$ cat src/rtl/fifo_push_ctrl_pkg.sv
// Shared types and defaults for the write-side push controller of the 2-entry async FIFO.
package fifo_pkg;

    localparam int DEF_DATA_W  = 8;
    localparam int DEF_STALL_W = 16;

    typedef logic [1:0] count_t;

    localparam count_t CNT_EMPTY = 2'd0;
    localparam count_t CNT_ONE   = 2'd1;
    localparam count_t CNT_FULL  = 2'd2;

    function automatic logic count_has_room(input count_t c);
        return (c != CNT_FULL);
    endfunction

endpackage

$ cat src/rtl/fifo_push_ctrl_if.sv
// Upstream stream, FIFO push port and status bundle for fifo_push_ctrl.
interface fifo_push_ctrl_if
    import fifo_pkg::*;
#(
    parameter int DATA_W  = DEF_DATA_W,
    parameter int STALL_W = DEF_STALL_W
);
    logic               in_valid;
    logic [DATA_W-1:0]  in_data;
    logic               in_ready;
    logic               push;
    logic [DATA_W-1:0]  push_data;
    logic               full;
    logic [STALL_W-1:0] stall_cnt;
    logic               busy;

    modport slave (
        input  in_valid, in_data, full,
        output in_ready, push, push_data, stall_cnt, busy
    );

    modport master (
        output in_valid, in_data, full,
        input  in_ready, push, push_data, stall_cnt, busy
    );
endinterface

$ cat src/rtl/push_skid_buf.sv
// Two-entry in-order word buffer with enqueue/dequeue handshakes; head is always the oldest word.
module push_skid_buf
    import fifo_pkg::*;
#(
    parameter int DATA_W = DEF_DATA_W
) (
    input  logic              clk,
    input  logic              reset,
    input  logic              enq_valid,
    input  logic [DATA_W-1:0] enq_data,
    output logic              enq_ready,
    input  logic              deq,
    output logic              deq_valid,
    output logic [DATA_W-1:0] deq_data,
    output count_t            count
);

    count_t            count_q, count_d;
    logic [DATA_W-1:0] head_q, head_d;
    logic [DATA_W-1:0] tail_q, tail_d;
    logic              acc_s;

    assign enq_ready = count_has_room(count_q) && !reset;
    assign acc_s     = enq_valid && enq_ready;
    assign deq_valid = (count_q != CNT_EMPTY);
    assign deq_data  = head_q;
    assign count     = count_q;

    // Next-state for occupancy and slots; deq is only ever raised while non-empty.
    always_comb begin
        count_d = count_q;
        head_d  = head_q;
        tail_d  = tail_q;
        case ({acc_s, deq})
            2'b10: begin
                if (count_q == CNT_EMPTY) begin
                    head_d = enq_data;
                end else begin
                    tail_d = enq_data;
                end
                count_d = count_q + 2'd1;
            end
            2'b01: begin
                head_d  = tail_q;
                count_d = count_q - 2'd1;
            end
            2'b11: begin
                // With one entry the new word replaces the departing head directly.
                if (count_q == CNT_ONE) begin
                    head_d = enq_data;
                end else begin
                    head_d = tail_q;
                    tail_d = enq_data;
                end
            end
            default: begin
                count_d = count_q;
            end
        endcase
    end

    // Buffer state registers; reset discards any held words.
    always_ff @(posedge clk) begin
        if (reset) begin
            count_q <= CNT_EMPTY;
            head_q  <= '0;
            tail_q  <= '0;
        end else begin
            count_q <= count_d;
            head_q  <= head_d;
            tail_q  <= tail_d;
        end
    end

endmodule

$ cat src/rtl/fifo_push_ctrl.sv
// Write-domain push initiator: buffers upstream words and pushes only when full was low last cycle and now.
module fifo_push_ctrl
    import fifo_pkg::*;
#(
    parameter int DATA_W  = DEF_DATA_W,
    parameter int STALL_W = DEF_STALL_W
) (
    input  logic             wclk,
    input  logic             wreset,
    fifo_push_ctrl_if.slave  bus
);

    logic               full_q, full_d;
    logic [STALL_W-1:0] stall_q, stall_d;
    logic               push_s;
    logic               deq_valid_s;
    logic [DATA_W-1:0]  deq_data_s;
    count_t             count_s;

    push_skid_buf #(.DATA_W(DATA_W)) u_buf (
        .clk       (wclk),
        .reset     (wreset),
        .enq_valid (bus.in_valid),
        .enq_data  (bus.in_data),
        .enq_ready (bus.in_ready),
        .deq       (push_s),
        .deq_valid (deq_valid_s),
        .deq_data  (deq_data_s),
        .count     (count_s)
    );

    // Push gating and saturating back-pressure counter.
    always_comb begin
        full_d = bus.full;
        push_s = deq_valid_s && !full_q && !bus.full && !wreset;
        if (deq_valid_s && !push_s && (stall_q != {STALL_W{1'b1}})) begin
            stall_d = stall_q + STALL_W'(1);
        end else begin
            stall_d = stall_q;
        end
    end

    // full_q resets high so the first post-reset cycle never pushes.
    always_ff @(posedge wclk) begin
        if (wreset) begin
            full_q  <= 1'b1;
            stall_q <= '0;
        end else begin
            full_q  <= full_d;
            stall_q <= stall_d;
        end
    end

    assign bus.push      = push_s;
    assign bus.push_data = deq_data_s;
    assign bus.stall_cnt = stall_q;
    assign bus.busy      = (count_s != CNT_EMPTY);

endmodule

$ cat src/flat_wrapper.sv
// flat-port wrapper written by rule: the top's interface ports become plain ports
module fifo_push_ctrl_flat import fifo_pkg::*;
#(
    parameter int DATA_W  = DEF_DATA_W,
    parameter int STALL_W = DEF_STALL_W
)
  (wclk, wreset, bus_in_valid, bus_in_data, bus_full, bus_in_ready, bus_push, bus_push_data, bus_stall_cnt, bus_busy);
  fifo_push_ctrl_if #(.DATA_W(DATA_W), .STALL_W(STALL_W)) bus_i ();
  input  logic wclk;
  input  logic wreset;
  input wire logic [$bits(bus_i.in_valid)-1:0] bus_in_valid;
  input wire logic [$bits(bus_i.in_data)-1:0] bus_in_data;
  input wire logic [$bits(bus_i.full)-1:0] bus_full;
  output wire logic [$bits(bus_i.in_ready)-1:0] bus_in_ready;
  output wire logic [$bits(bus_i.push)-1:0] bus_push;
  output wire logic [$bits(bus_i.push_data)-1:0] bus_push_data;
  output wire logic [$bits(bus_i.stall_cnt)-1:0] bus_stall_cnt;
  output wire logic [$bits(bus_i.busy)-1:0] bus_busy;
  assign bus_i.in_valid = bus_in_valid;
  assign bus_i.in_data = bus_in_data;
  assign bus_i.full = bus_full;
  assign bus_in_ready = bus_i.in_ready;
  assign bus_push = bus_i.push;
  assign bus_push_data = bus_i.push_data;
  assign bus_stall_cnt = bus_i.stall_cnt;
  assign bus_busy = bus_i.busy;
  fifo_push_ctrl #(.DATA_W(DATA_W), .STALL_W(STALL_W)) u_core (.wclk(wclk), .wreset(wreset), .bus(bus_i));
endmodule
$ cat config.mk
export PLATFORM = sky130hd
export DESIGN_NAME = fifo_push_ctrl_flat
export DESIGN_NICKNAME = d
export VERILOG_FILES = /design/src/rtl/fifo_push_ctrl_pkg.sv /design/src/rtl/fifo_push_ctrl_if.sv /design/src/rtl/push_skid_buf.sv /design/src/rtl/fifo_push_ctrl.sv /design/src/flat_wrapper.sv
export SDC_FILE = /design/constraint.sdc
export NUM_CORES = 1
export LEC_CHECK = 0
export ABC_AREA = 1
export CAP_MARGIN = 25
export CORE_MARGIN = 2
export CORE_UTILIZATION = 30
export CTS_CLUSTER_SIZE = 10
export DETAILED_ROUTE_END_ITERATION = 10
export GPL_ROUTABILITY_DRIVEN = 0
export GPL_TIMING_DRIVEN = 0
export HOLD_SLACK_MARGIN = 0.06
export SLEW_MARGIN = 30
export SYNTH_ARGS = -nofsm -noshare
export SYNTH_HDL_FRONTEND = slang
export SYNTH_SLANG_ARGS = --single-unit
$ cat constraint.sdc
create_clock -name wclk -period 5.5 [get_ports wclk]
set_input_delay 0.825 -clock wclk [delete_from_list [all_inputs] [get_ports wclk]]
set_output_delay 0.825 -clock wclk [all_outputs]
set_load 0.1 [all_outputs]
==> impl_metrics.xml <==
<?xml version="1.0" encoding="UTF-8"?>
<metrics>
  <group name="clock_tree">
    <metric name="post_cts_buffers" unit="">0</metric>
    <metric name="path_clk_slew" unit="ns">0.07</metric>
    <metric name="cts.sinks" unit="">35</metric>
    <metric name="cts_made_buffers" unit="">5</metric>
    <metric name="cts-resized-gates" unit="">0</metric>
    <metric name="htreeDepth" unit="">2</metric>
    <metric name="cts_tree" unit="">done</metric>
    <metric name="clock_tree.buffer_depth" unit="">2</metric>
    <metric name="clock_tree.root_cell" unit="">clkbuf_8</metric>
    <metric name="cts-hold-fix-buffers" unit="">0</metric>
    <metric name="worstSkewPairLatency" unit="ns">0.30</metric>
  </group>
  <group name="logic_synthesis">
    <metric name="synth.lib_cells_used.distinct" unit="">25</metric>
    <metric name="synthesis.area" unit="um^2">1990</metric>
    <metric name="synth_async_sr_flop_share" unit="%">0</metric>
    <metric name="post_synth_inst_count" unit="">298</metric>
    <metric name="postSynthAreaPerCell" unit="um^2">6.68</metric>
    <metric name="mappedNetlistNets" unit="">318</metric>
    <metric name="synth.yosys.warnings" unit="">0</metric>
    <metric name="synth_enable_flop_cells" unit="">0</metric>
    <metric name="synth-seq-area-share" unit="%">35.2</metric>
    <metric name="synth_ff_type" unit="">dfxtp_1</metric>
    <metric name="ys_seq_elements" unit="">35</metric>
  </group>
  <group name="critical_path">
    <metric name="critical_path.reg2reg.endpoint" unit="">u_core.u_buf.deq_data[1]$_SDFFE_PP0P_</metric>
    <metric name="timing.critical_path.arrival" unit="ns">2.91</metric>
    <metric name="timing.critical_path.fanout_max" unit="">11</metric>
    <metric name="r2r.worst_path.cells" unit="">12</metric>
    <metric name="worst-setup-path-type" unit="">in2out</metric>
    <metric name="timing.critical_path.from_type" unit="">input pin</metric>
    <metric name="reg2reg_slack" unit="ns">3.05</metric>
    <metric name="critical_path.endpoint_type" unit="">primary output</metric>
    <metric name="worst_r2r_startpoint" unit="">u_core.u_buf.count[0]$_SDFFE_PP0P_</metric>
    <metric name="required" unit="ns">4.68</metric>
  </group>
  <group name="placed_design">
    <metric name="detail_placement_hpwl" unit="um">3610</metric>
    <metric name="pre_cts_ws" unit="ns">1.76</metric>
    <metric name="port_buffers" unit="">37</metric>
  </group>
  <group name="grt">
    <metric name="antenna_found_initial" unit="">0</metric>
    <metric name="global_route.overflow_total" unit="">0</metric>
    <metric name="number_of_global_route_vias_before_repair" unit="">1832</metric>
    <metric name="global_route_wire_length_before_repair" unit="um">8360</metric>
    <metric name="grt_usage" unit="%">14.3</metric>
    <metric name="grt_start_max_net_pins" unit="">12</metric>
  </group>
  <group name="floorplan">
    <metric name="placementRows" unit="">29</metric>
    <metric name="die_width" unit="um">85.4</metric>
    <metric name="floorplan.die.height" unit="um">85.4</metric>
    <metric name="boundaryPins" unit="">39</metric>
    <metric name="dieArea" unit="um^2">7300</metric>
    <metric name="fp.coreArea" unit="um^2">6390</metric>
    <metric name="start_util" unit="%">31.2</metric>
  </group>
  <group name="finish">
    <metric name="fillCellCount" unit="">692</metric>
    <metric name="nNetsFinal" unit="">362</metric>
    <metric name="drive_gt1_share" unit="%">9.33</metric>
    <metric name="multi_input_comb_area" unit="um^2">1050</metric>
    <metric name="layout-area-overhead-vs-synth" unit="%">28.5</metric>
    <metric name="regArea" unit="um^2">701</metric>
    <metric name="n_antenna_cell" unit="">0</metric>
  </group>
  <group name="routing">
    <metric name="antenna_violating_nets_left" unit="">0</metric>
    <metric name="postRouteWirelength" unit="um">4890</metric>
    <metric name="dr_total_vias" unit="">1982</metric>
    <metric name="detail_route.wl_per_cell" unit="um">11.7</metric>
    <metric name="drt_pre_antenna_iters" unit="">4</metric>
    <metric name="remaining_drc_errors" unit="">0</metric>
    <metric name="detailedRoute.firstIterationViolations" unit="">106</metric>
    <metric name="via_density" unit="">4.72</metric>
  </group>
  <group name="sta">
    <metric name="setup_viol_count_final" unit="">0</metric>
    <metric name="final.setup_skew" unit="ns">0.00355</metric>
    <metric name="grt_setup_unrepaired" unit="">false</metric>
    <metric name="timing.final.hold_violations" unit="">0</metric>
    <metric name="timing.fmax" unit="GHz">0.268</metric>
    <metric name="period_needed" unit="ns">3.74</metric>
    <metric name="post-route-period-util" unit="%">67.9</metric>
    <metric name="postLayoutSetupSlackWorst" unit="ns">1.76</metric>
    <metric name="timing.setup.tns" unit="ns">0</metric>
    <metric name="slew_headroom" unit="%">35.4</metric>
    <metric name="maxSlewViolCount" unit="">0</metric>
    <metric name="max_slew.worst_pin.slew" unit="ns">0.966</metric>
  </group>
  <group name="pwr">
    <metric name="vdd.ir_drop.worst" unit="mV">0.139</metric>
    <metric name="pwr-share-comb" unit="%">24.7</metric>
    <metric name="internal_power" unit="mW">0.426</metric>
    <metric name="share_clk_of_total_power" unit="%">32.8</metric>
    <metric name="power.switching" unit="mW">0.226</metric>
    <metric name="power_density" unit="nW/um^2">255</metric>
    <metric name="p_sw_share" unit="%">34.7</metric>
    <metric name="p_seq_share" unit="%">42.5</metric>
    <metric name="leakagePower" unit="nW">1.10</metric>
  </group>
  <group name="worst_hold_path">
    <metric name="worstHoldPathCells" unit="">2</metric>
    <metric name="min_to" unit="">u_core.u_buf.tail_q[6]$_SDFFE_PP0P_</metric>
    <metric name="min_from" unit="">u_core.u_buf.tail_q[6]$_SDFFE_PP0P_</metric>
    <metric name="hold_path_class" unit="">reg2reg</metric>
  </group>
  <group name="run_status">
    <metric name="result_of_the_run" unit="">completed</metric>
  </group>
  <group name="job">
    <metric name="max_cap_viol_count" unit="">0</metric>
  </group>
</metrics>
worst max-delay path by stage:
stage	startpoint	to	slack (ns)	depth (start not counted)
after floorplan	wreset	u_core.u_buf.deq_data[5]$_SDFFE_PP0P_	1.81	11
after CTS	bus_full	bus_push	1.76	5
after detailed placement	bus_full	bus_push	1.76	5
after global routing	bus_full	bus_push	1.71	5
final	bus_full	bus_push	1.76	5
after global placement	bus_full	bus_push	1.77	5
state kept, by name, indices dropped and copies added (netlist names):
name	cells
u_core.u_buf.deq_data	8
u_core.full_q	1
u_core.u_buf.tail_q	8
u_core.bus.stall_cnt	16
u_core.u_buf.count	2
power by group through the flow:
stage	Clock (mW)	Combinational (mW)	Sequential [mW]
2_1_floorplan	0	0.0665	0.337
3_3_place_gp	0	0.161	0.283
3_5_place_dp	0	0.161	0.283
4_1_cts	0.218	0.162	0.277
5_1_grt	0.231	0.173	0.280
6_report	0.214	0.161	0.277
through the flow:
step / hold WS, ns / cell area [um^2] / cells / util, % / power (mW)
floorplan: 0.456 / 1990 / 298 / - / 0.403
global placement: 0.466 / 2460 / 412 / 38.5 / 0.444
detailed placement: 0.477 / 2460 / 412 / 38.5 / 0.444
CTS: 0.494 / 2560 / 420 / 40.0 / 0.657
global route: 0.524 / 2560 / 420 / 40.0 / 0.684
finish: 0.492 / 2560 / 420 / 40.0 / 0.652
critical path: stages:
cell and delay, ns:
clkdlybuf4s50_1 0.44, nor2_4 0.15, nand2_4 0.11, inv_2 0.20, clkdlybuf4s50_1 1.17
synthesized netlist by cell type, types with 2 or more instances:
library cell / number / area (um^2)
buf_2: 2 / 10.0
a21oi_1: 26 / 130
inv_2: 3 / 11.3
o21ai_0: 29 / 145
nor2_4: 2 / 22.5
o21bai_1: 2 / 15.0
nor2_1: 42 / 158
buf_6: 2 / 22.5
ha_1: 8 / 100
clkbuf_1: 2 / 7.51
nand4_1: 6 / 37.5
inv_1: 47 / 176
nand3_1: 21 / 105
nand2_1: 51 / 191
nor2_2: 6 / 37.5
dfxtp_1: 35 / 701
nand3_2: 2 / 20.0
nand2_2: 3 / 18.8
nand2_4: 3 / 33.8
cell type report:
cell class                      count  share of cell area, %
Tap cell                           77                   3.77
Multi-Input combinational cell    206                   41.2
Inverter                           50                   7.34
Sequential cell                    35                   27.4
Clock buffer                        8                   3.92
Timing Repair Buffer               37                   14.5
Buffer                              7                   1.86
cells in the final DEF, fill, tap and decap left out, drive strengths merged, types with 5 or more instances in the layout:
master,instances
dfxtp,35
buf,5
nand3,23
nand4,6
clkdlybuf4s50,37
inv,50
nor2,50
ha,8
clkbuf,10
nand2,57
a21oi,27
o21ai,29
routing by layer:
layer  GRT usage (%)  vias up  routed length, um
li1                -     1037                  -
met1            17.5      890               2240
met2            24.1       48               2340
met3            4.67        7                258
met4            3.75        0                 57
met5               0        -                  0
logic make-up (layout without fill, tap and decap cells):
group	Yosys count	after routing	synth area share, %
AND/OR/NAND/NOR	137	137	31.6
AO/OA/AOI/OAI	59	59	15.4
buffers and inverters	57	102	11.8
flip-flops	35	35	35.2
adder cells (fa/ha/maj)	8	8	5.03
XOR/XNOR	2	2	0.881
(Power assumes the default switching activity.)
